**src/rtl/dmem_arbiter.sv**
```systemverilog
// dmem_arbiter: two-port arbiter and access sequencer for the core's data memory.
// Port 0 is the core load/store port, port 1 the debug/DMA port. One request
// is accepted at a time, checked for alignment and range, and either rejected
// with an error response or sequenced through ISSUE/WAIT/RESP to absorb the
// memory's one-cycle registered read latency.
//
// Optional feature macro: DMEM_ARB_RR_EN selects round-robin arbitration.
// Without it, port 0 has fixed priority over port 1.
//
// Handshake: a request transfers in a cycle where req_valid && req_ready.
// req_ready is high only in IDLE and only for the arbitration winner.
// Responses are a one-cycle rsp_valid pulse with no backpressure.
module dmem_arbiter #(
  parameter int MEM_BYTES = 256,
  parameter int DATA_W    = 32
) (
  input  logic              clk,
  input  logic              rst_n,
  input  logic              p0_req_valid,
  output logic              p0_req_ready,
  input  logic              p0_req_we,
  input  logic [31:0]       p0_req_addr,
  input  logic [DATA_W-1:0] p0_req_wdata,
  output logic              p0_rsp_valid,
  output logic [DATA_W-1:0] p0_rsp_rdata,
  output logic              p0_rsp_err,
  input  logic              p1_req_valid,
  output logic              p1_req_ready,
  input  logic              p1_req_we,
  input  logic [31:0]       p1_req_addr,
  input  logic [DATA_W-1:0] p1_req_wdata,
  output logic              p1_rsp_valid,
  output logic [DATA_W-1:0] p1_rsp_rdata,
  output logic              p1_rsp_err,
  output logic              mem_read,
  output logic              mem_write,
  output logic [31:0]       mem_addr,
  output logic [DATA_W-1:0] mem_wdata,
  input  logic [DATA_W-1:0] mem_rdata,
  output logic [1:0]        dbg_state
);

  typedef enum logic [1:0] {
    S_IDLE  = 2'd0,
    S_ISSUE = 2'd1,
    S_WAIT  = 2'd2,
    S_RESP  = 2'd3
  } state_t;

  // Highest word-aligned byte address; compared against the full 32-bit address.
  localparam logic [31:0] MAX_ADDR = 32'(MEM_BYTES - 4);

  state_t            state;
  logic              hold_we;
  logic              hold_id;
  logic              gnt0;
  logic              gnt1;
  logic              hs;
  logic              sel;
  logic              sel_we;
  logic [31:0]       sel_addr;
  logic [DATA_W-1:0] sel_wdata;
  logic              illegal;

`ifdef DMEM_ARB_RR_EN
  // Port that received the most recent grant; reset to 1 so port 0 wins first.
  logic last_gnt;

  // Round-robin: on contention, grant the port that was not granted last.
  always_comb begin
    gnt1 = p1_req_valid && (!p0_req_valid || !last_gnt);
    gnt0 = p0_req_valid && !gnt1;
  end

  // Pointer advances on every handshake, error requests included.
  always_ff @(posedge clk or negedge rst_n) begin
    if (!rst_n) begin
      last_gnt <= 1'b1;
    end else if (hs) begin
      last_gnt <= sel;
    end
  end
`else
  // Fixed priority: port 0 always beats port 1.
  always_comb begin
    gnt0 = p0_req_valid;
    gnt1 = p1_req_valid && !p0_req_valid;
  end
`endif

  // Ready is combinational; held low while reset is asserted so it reads 0 immediately.
  assign p0_req_ready = rst_n && (state == S_IDLE) && gnt0;
  assign p1_req_ready = rst_n && (state == S_IDLE) && gnt1;
  assign hs           = p0_req_ready || p1_req_ready;
  assign sel          = p1_req_ready;
  assign dbg_state    = state;

  // Mux the accepted request and classify its address.
  always_comb begin
    sel_we    = sel ? p1_req_we    : p0_req_we;
    sel_addr  = sel ? p1_req_addr  : p0_req_addr;
    sel_wdata = sel ? p1_req_wdata : p0_req_wdata;
    illegal   = (sel_addr[1:0] != 2'b00) || (sel_addr > MAX_ADDR);
  end

  // Sequencer FSM with registered strobes and responses. mem_addr/mem_wdata
  // double as the address/data hold registers and keep their last value.
  always_ff @(posedge clk or negedge rst_n) begin
    if (!rst_n) begin
      state        <= S_IDLE;
      hold_we      <= 1'b0;
      hold_id      <= 1'b0;
      mem_read     <= 1'b0;
      mem_write    <= 1'b0;
      mem_addr     <= '0;
      mem_wdata    <= '0;
      p0_rsp_valid <= 1'b0;
      p0_rsp_err   <= 1'b0;
      p0_rsp_rdata <= '0;
      p1_rsp_valid <= 1'b0;
      p1_rsp_err   <= 1'b0;
      p1_rsp_rdata <= '0;
    end else begin
      mem_read     <= 1'b0;
      mem_write    <= 1'b0;
      p0_rsp_valid <= 1'b0;
      p0_rsp_err   <= 1'b0;
      p0_rsp_rdata <= '0;
      p1_rsp_valid <= 1'b0;
      p1_rsp_err   <= 1'b0;
      p1_rsp_rdata <= '0;
      case (state)
        S_IDLE: begin
          if (hs) begin
            hold_we <= sel_we;
            hold_id <= sel;
            if (illegal) begin
              // Rejected requests never touch the memory interface.
              state <= S_RESP;
              if (sel) begin
                p1_rsp_valid <= 1'b1;
                p1_rsp_err   <= 1'b1;
              end else begin
                p0_rsp_valid <= 1'b1;
                p0_rsp_err   <= 1'b1;
              end
            end else begin
              state     <= S_ISSUE;
              mem_read  <= !sel_we;
              mem_write <= sel_we;
              mem_addr  <= sel_addr;
              mem_wdata <= sel_wdata;
            end
          end
        end
        S_ISSUE: begin
          state <= S_WAIT;
        end
        S_WAIT: begin
          // Read data from the memory is valid during this cycle.
          state <= S_RESP;
          if (hold_id) begin
            p1_rsp_valid <= 1'b1;
            p1_rsp_rdata <= hold_we ? '0 : mem_rdata;
          end else begin
            p0_rsp_valid <= 1'b1;
            p0_rsp_rdata <= hold_we ? '0 : mem_rdata;
          end
        end
        S_RESP: begin
          state <= S_IDLE;
        end
        default: begin
          state <= S_IDLE;
        end
      endcase
    end
  end

endmodule

```
**config.mk**
```make
export PLATFORM = sky130hd
export DESIGN_NAME = dmem_arbiter
export DESIGN_NICKNAME = d
export VERILOG_FILES = /design/src/rtl/dmem_arbiter.sv
export SDC_FILE = /design/constraint.sdc
export NUM_CORES = 1
export LEC_CHECK = 0
export ABC_AREA = 1
export CORE_ASPECT_RATIO = 1.2
export CORE_MARGIN = 3
export CORE_UTILIZATION = 40
export DETAILED_ROUTE_END_ITERATION = 7
export PLACE_DENSITY = 0.81
export RECOVER_POWER = 50
export SLEW_MARGIN = 40
export SYNTH_ARGS = -nofsm -noshare
export SYNTH_HDL_FRONTEND = slang
export SYNTH_SLANG_ARGS = --single-unit
```
**constraint.sdc**
```tcl
create_clock -name clk -period 2.65 [get_ports clk]
set_input_delay 0.265 -clock clk [delete_from_list [all_inputs] [get_ports clk]]
set_output_delay 0.265 -clock clk [all_outputs]
set_load 0.005 [all_outputs]
```
After elaboration in Yosys (flattened, before gate mapping) --
Cells that the tools add are included.
Storage, ports and cells: output and inout port bits 138, input bits 166, word-level logic and storage cells 60, ROM bits 0, memory bits (writable) 0, latch bits 0, register bits 138, memories kept 0
Operators by class: reductions and logical operators 12, divide/modulo/power cells 0, bitwise operators 1, muxes and demuxes 29, add/subtract/negate cells 0, shift-type cells 0, multiply operators 0, magnitude comparators 1, equal/unequal tests 4
Operators by type and width (count):
- two-way mux 32 bit | 7
- > comparator 32 x 8 -> 1 bit (second input constant) | 1
- two-way mux 1 bit | 17
- one-hot mux 2 bit (4 select lines) | 1
- == test 2 bit (second input constant) | 2
- logical AND 1 bit | 4
- two-way mux 2 bit | 2
- one-hot mux 1 bit (2 select lines) | 2
- AND reduction 3 bit | 1
- == test 2 x 1 -> 1 bit (second input constant) | 1
- logical NOT 1 bit | 2
- logical NOT 2 bit | 1
- logical OR 1 bit | 2
- != test 2 bit (second input constant) | 1
- AND reduction 2 bit | 1
- nonzero test 2 bit | 1
- NOT 1 bit | 1

Logic depth before layout (Yosys ltp) --
word-level depth 9, gate-level depth with buffers 17, gate-level depth less buffers 14

Least setup slack after synthesis --
No wires, ideal clock.
kind register -> register, start register state[1], in the netlist dbg_state[1], end register mem_addr[3], setup time 117 ps, stages on the path, launching flop included 18, arrival 2034 ps, data required time 2533 ps, slack 499 ps, buffers on the path 3, period minus slack after synthesis 2151 ps, cell sequence dfrtp_1 > inv_1 > ha_1 > nand2_1 > inv_2 > nand2_2 > inv_2 > buf_2 > nand2_1 > nand2_1 > nor2_1 > nand3_1 > nor2_2 > nand3_2 > buf_4 > buf_4 > nand2_1 > nand2_1
On the way: cells in the longest elaborated chain, start to end 8, elaborated cells between the ends (all ways) 11, classes of those cells 1 x order compare; 1 x mux; 1 x bitwise; 8 x reduce/logical
RTL lines:
- start, declared | RTL line 53 | state_t state;
- start signal, assigned | RTL line 110 | state <= S_IDLE;
- start signal, assigned | RTL line 139 | state <= S_RESP;
- start signal, assigned | RTL line 148 | state <= S_ISSUE;
- logical NOT 2 bit * | RTL line 92, 93, 132
- logical AND 1 bit | RTL line 92, 93
- logical AND 1 bit | RTL line 93 | assign p1_req_ready = rst_n && (state == S_IDLE) && gnt1;
- two-way mux 32 bit | RTL line 101 | sel_addr = sel ? p1_req_addr : p0_req_addr;
- > comparator 32 x 8 -> 1 bit or nonzero test 2 bit (tied branches) | RTL line 103 | illegal = (sel_addr[1:0] != 2'b00) || (sel_addr > MAX_ADDR);
- logical OR 1 bit | RTL line 103
- NOT 1 bit (no line)
- AND reduction 3 bit (no line)
- end signal, assigned | RTL line 151 | mem_addr <= sel_addr;
- end, declared | RTL line 37 | output logic [31:0] mem_addr,
Mark *: on every way between the ends. The rest lies on a longest branch, timed or not. A chain may end at the register's enable or synchronous reset.

Worst setup path in the final report --
start register state[1], in the netlist dbg_state[1], end output port p0_req_ready
On the way: cells in the longest elaborated chain, start to end 3
RTL lines:
- logical NOT 2 bit | RTL line 92 | assign p0_req_ready = rst_n && (state == S_IDLE) && gnt0;
- logical AND 1 bit (2 in a row) | RTL line 92
- end, declared | RTL line 20 | output logic p0_req_ready,
No other way between the ends.

==> results.md <==
* RSZ-0062 raised after global routing: no
* Hold Crit Class: input pin to register
* Seq/Total Area, Yosys at 58.6%
* Initial antenna violation count at 0
* Syn Nets at 878
* Crit. End Element: output port
* Fmax at 411 MHz
* Ys Warns at 0
* Final Hold Fails at 0
* Peak supply drop at 0.514 mV
* DP Wirelength at 13.6 mm
* GRT overflow at 0
* Gpl congestion at 0.872
* Area Growth Syn to Fin at 65.3%
* Antenna cells at 0
* CTS tree: yes
* Num CTS Buffers at 17
* Site Rows at 47
* Die area at 16200 um2
* Routed vias/inst at 4.72
* Post-synthesis cell count at 709
* Reg-to-Reg Start: dbg_state[0]
* Avg Cell Area, Syn at 8.31 um2
* Post-synth top flop: dfrtp_1
* Yosys cell types at 22
* Drt total wl at 18.1 mm
* Buffer depth of the longest clock path at 2
* Reg clk slew, reported paths at 0.06 ns
* Worst-path cell chain: inv_1, ha_1, nand2_1, nor2_1, clkdlybuf4s50_1
* Dominant cells by area after synthesis: dfrtp_1, nand2_1, nor2_1
* Largest net degree at the start of global routing at 74
* Worst Path Arrival at 2.17 ns
* Top cells by count, synth: nand2_1, dfrtp_1, nor2_1
* Worst-Margin Slew at 1.66 ns
* Min-delay src: mem_rdata[21]
* Synth area leader: dfrtp_1
* DRC viols at 0
* Core Util, Final at 69.0%
* Crit-path max FO at 4
* Critical Path Start: dbg_state[1]
* FF+latch count, synth at 138
* Status: complete, but fails checks
* IO Port Bufs at 303
* Max-slew headroom at -10.7%
* Final Net Count at 1177
* Synthesized area at 5890 um2
* Asr flop ratio synth at 100%
* Fraction of layout cells with a size suffix above 1 at 6.86%
* Pwr Density at 655 nW/um2
* CTS root buffer: clkbuf_16
* Critical path data required time at 2.38 ns
* GRT Total Usage at 22.5%
* ANT nets after route at 0
* Wirelength per Cell at 15.2 um
* First-pass GRT wire length at 28.3 mm
* EDFF count, synth at 0
* Slew Limit Fails at 34
* Final Cycle Share at 91.8%
* Slowest-stage cell, CP: clkdlybuf4s50_1
* Core ar. at 14100 um2
* Initial DRT Pass Iterations at 5
* Die height at 139 um
* Clk Latency, worst-skew pair at 0.41 ns
* Critical Path Max Stage Delay at 0.59 ns
* Endpoints failing setup at 0
* H-tree level count at 4
* Clock Skews at 0.00988 ns
* Crit path buf inv count at 2
* Vias in the first global route at 5600
* Max-Cap Viols at 1
* Drt first-iter violations at 337
* # Post-CTS Setup Buffers at 0
* Chip width at 117 um
* Clock sink count at 138
* Tmin final at 2.43 ns
* Io pins at 304
* Delay-heaviest family, CP: buffers and inverters
* Most frequent cell after synthesis: nand2_1
* Starting density of the core at 41.7%
* Vias at 5631
* WS Path Type: register to output port
* Share of the synthesized area in the top cell type at 58.6%
* Pleak at 0.00525 uW
* CP Launch Type: register
* Pwr Total at 6380 uW
* Setup TNS at 0 ns
* Failing checks: capacitance limit, slew limit
## path summary, 6_finish.rpt
kind | to | slack [ns] | depth (start not counted)
setup / recovery | p0_req_ready | 0.22 | 5
hold / removal | p0_rsp_rdata[21] | 0.40 | 3
hold reg to reg | mem_wdata[24] | 0.47 | 2
setup reg to reg | p1_rsp_rdata[13] | 0.26 | 5
max in group asynchronous | p1_rsp_valid | 1.01 | 4
min in group asynchronous | mem_addr[18] | 0.62 | 3
## power by group
group / leakage [uW] / switching [uW] / internal (uW)
Sequential: 0.00191 / 62.4 / 2330
Clock: 0.000298 / 929 / 1530
Combinational: 0.00305 / 799 / 725
Total: 0.00525 / 1790 / 4590
## cell usage in the layout, fill, tap and decap left out, drive strengths merged, types with 2 or more instances in the layout
| cell type | count |
|---|---|
| inv | 70 |
| nand3b | 12 |
| nand3 | 6 |
| mux2i | 6 |
| o21ai | 9 |
| clkinvlp | 2 |
| bufinv | 3 |
| nor2 | 82 |
| nand4 | 38 |
| ha | 3 |
| buf | 15 |
| clkbuf | 22 |
| nand2 | 310 |
| dlygate4sd3 | 71 |
| clkdlybuf4s50 | 232 |
| dfrtp | 138 |
## per-layer routing
layer / routed length (um) / vias to the layer above / track usage [%]
met5: 0 / - / 0
met4: 501 / 0 / 9.18
met3: 1490 / 30 / 7.20
met2: 9350 / 245 / 38.9
met1: 6740 / 2600 / 25.2
li1: - / 2756 / -
## worst min-delay path: stages
cell,delay [ns]
clkdlybuf4s50_1,0.39
nand2_1,0.08
nor2_1,0.04
## stage by stage
stage / hold WS, ns / area (um2) / std cells / setup slack, ns
finish: 0.401 / 9740 / 1192 / 0.216
CTS: 0.385 / 9740 / 1192 / 0.0320
global placement: 0.449 / 9100 / 1159 / 0.242
global route: 0.392 / 9740 / 1192 / 0.0557
floorplan: -0.0306 / 5890 / 709 / 0.499
detailed placement: 0.406 / 9110 / 1159 / 0.148
## logic make-up (layout without fill, tap and decap cells)
| group | count (synthesis) | count (layout) | share of synthesized area (%) |
|---|---|---|---|
| adders and majority gates | 3 | 3 | 0.637 |
| buffers and inverters | 104 | 416 | 7.44 |
| DFF | 138 | 138 | 58.6 |
| AOI/OAI and AO/OA | 9 | 9 | 0.765 |
| muxes | 6 | 6 | 1.02 |
| and+or+nand+nor | 449 | 449 | 31.5 |
## layout make-up
type | instances | area (um2)
clock buffers | 19 | 443
multi-input cells | 467 | 2010
repair buffers | 321 | 3200
flip-flops and latches | 138 | 3450
well taps | 171 | 214
inverters | 63 | 239
clock inverters | 13 | 178
fillers | 1120 | 4380
## flip-flops by register name, indices dropped and copies added, names as in the netlist
register and count:
mem_write 1, mem_addr 32, mem_read 1, p1_rsp_rdata 32, dbg_state 2, hold_we 1
p1_rsp_err 1, p0_rsp_valid 1, p0_rsp_rdata 32, mem_wdata 32, p0_rsp_err 1, hold_id 1
p1_rsp_valid 1
## what timing repair did
item | in CTS | in global routing
resized for setup | 0 | 5
hold buffers | 1 | 0
hold endpoints to repair | 72 | 0
setup endpoints to repair | 0 | 46
Note: power is estimated with default switching activity, not from simulation.
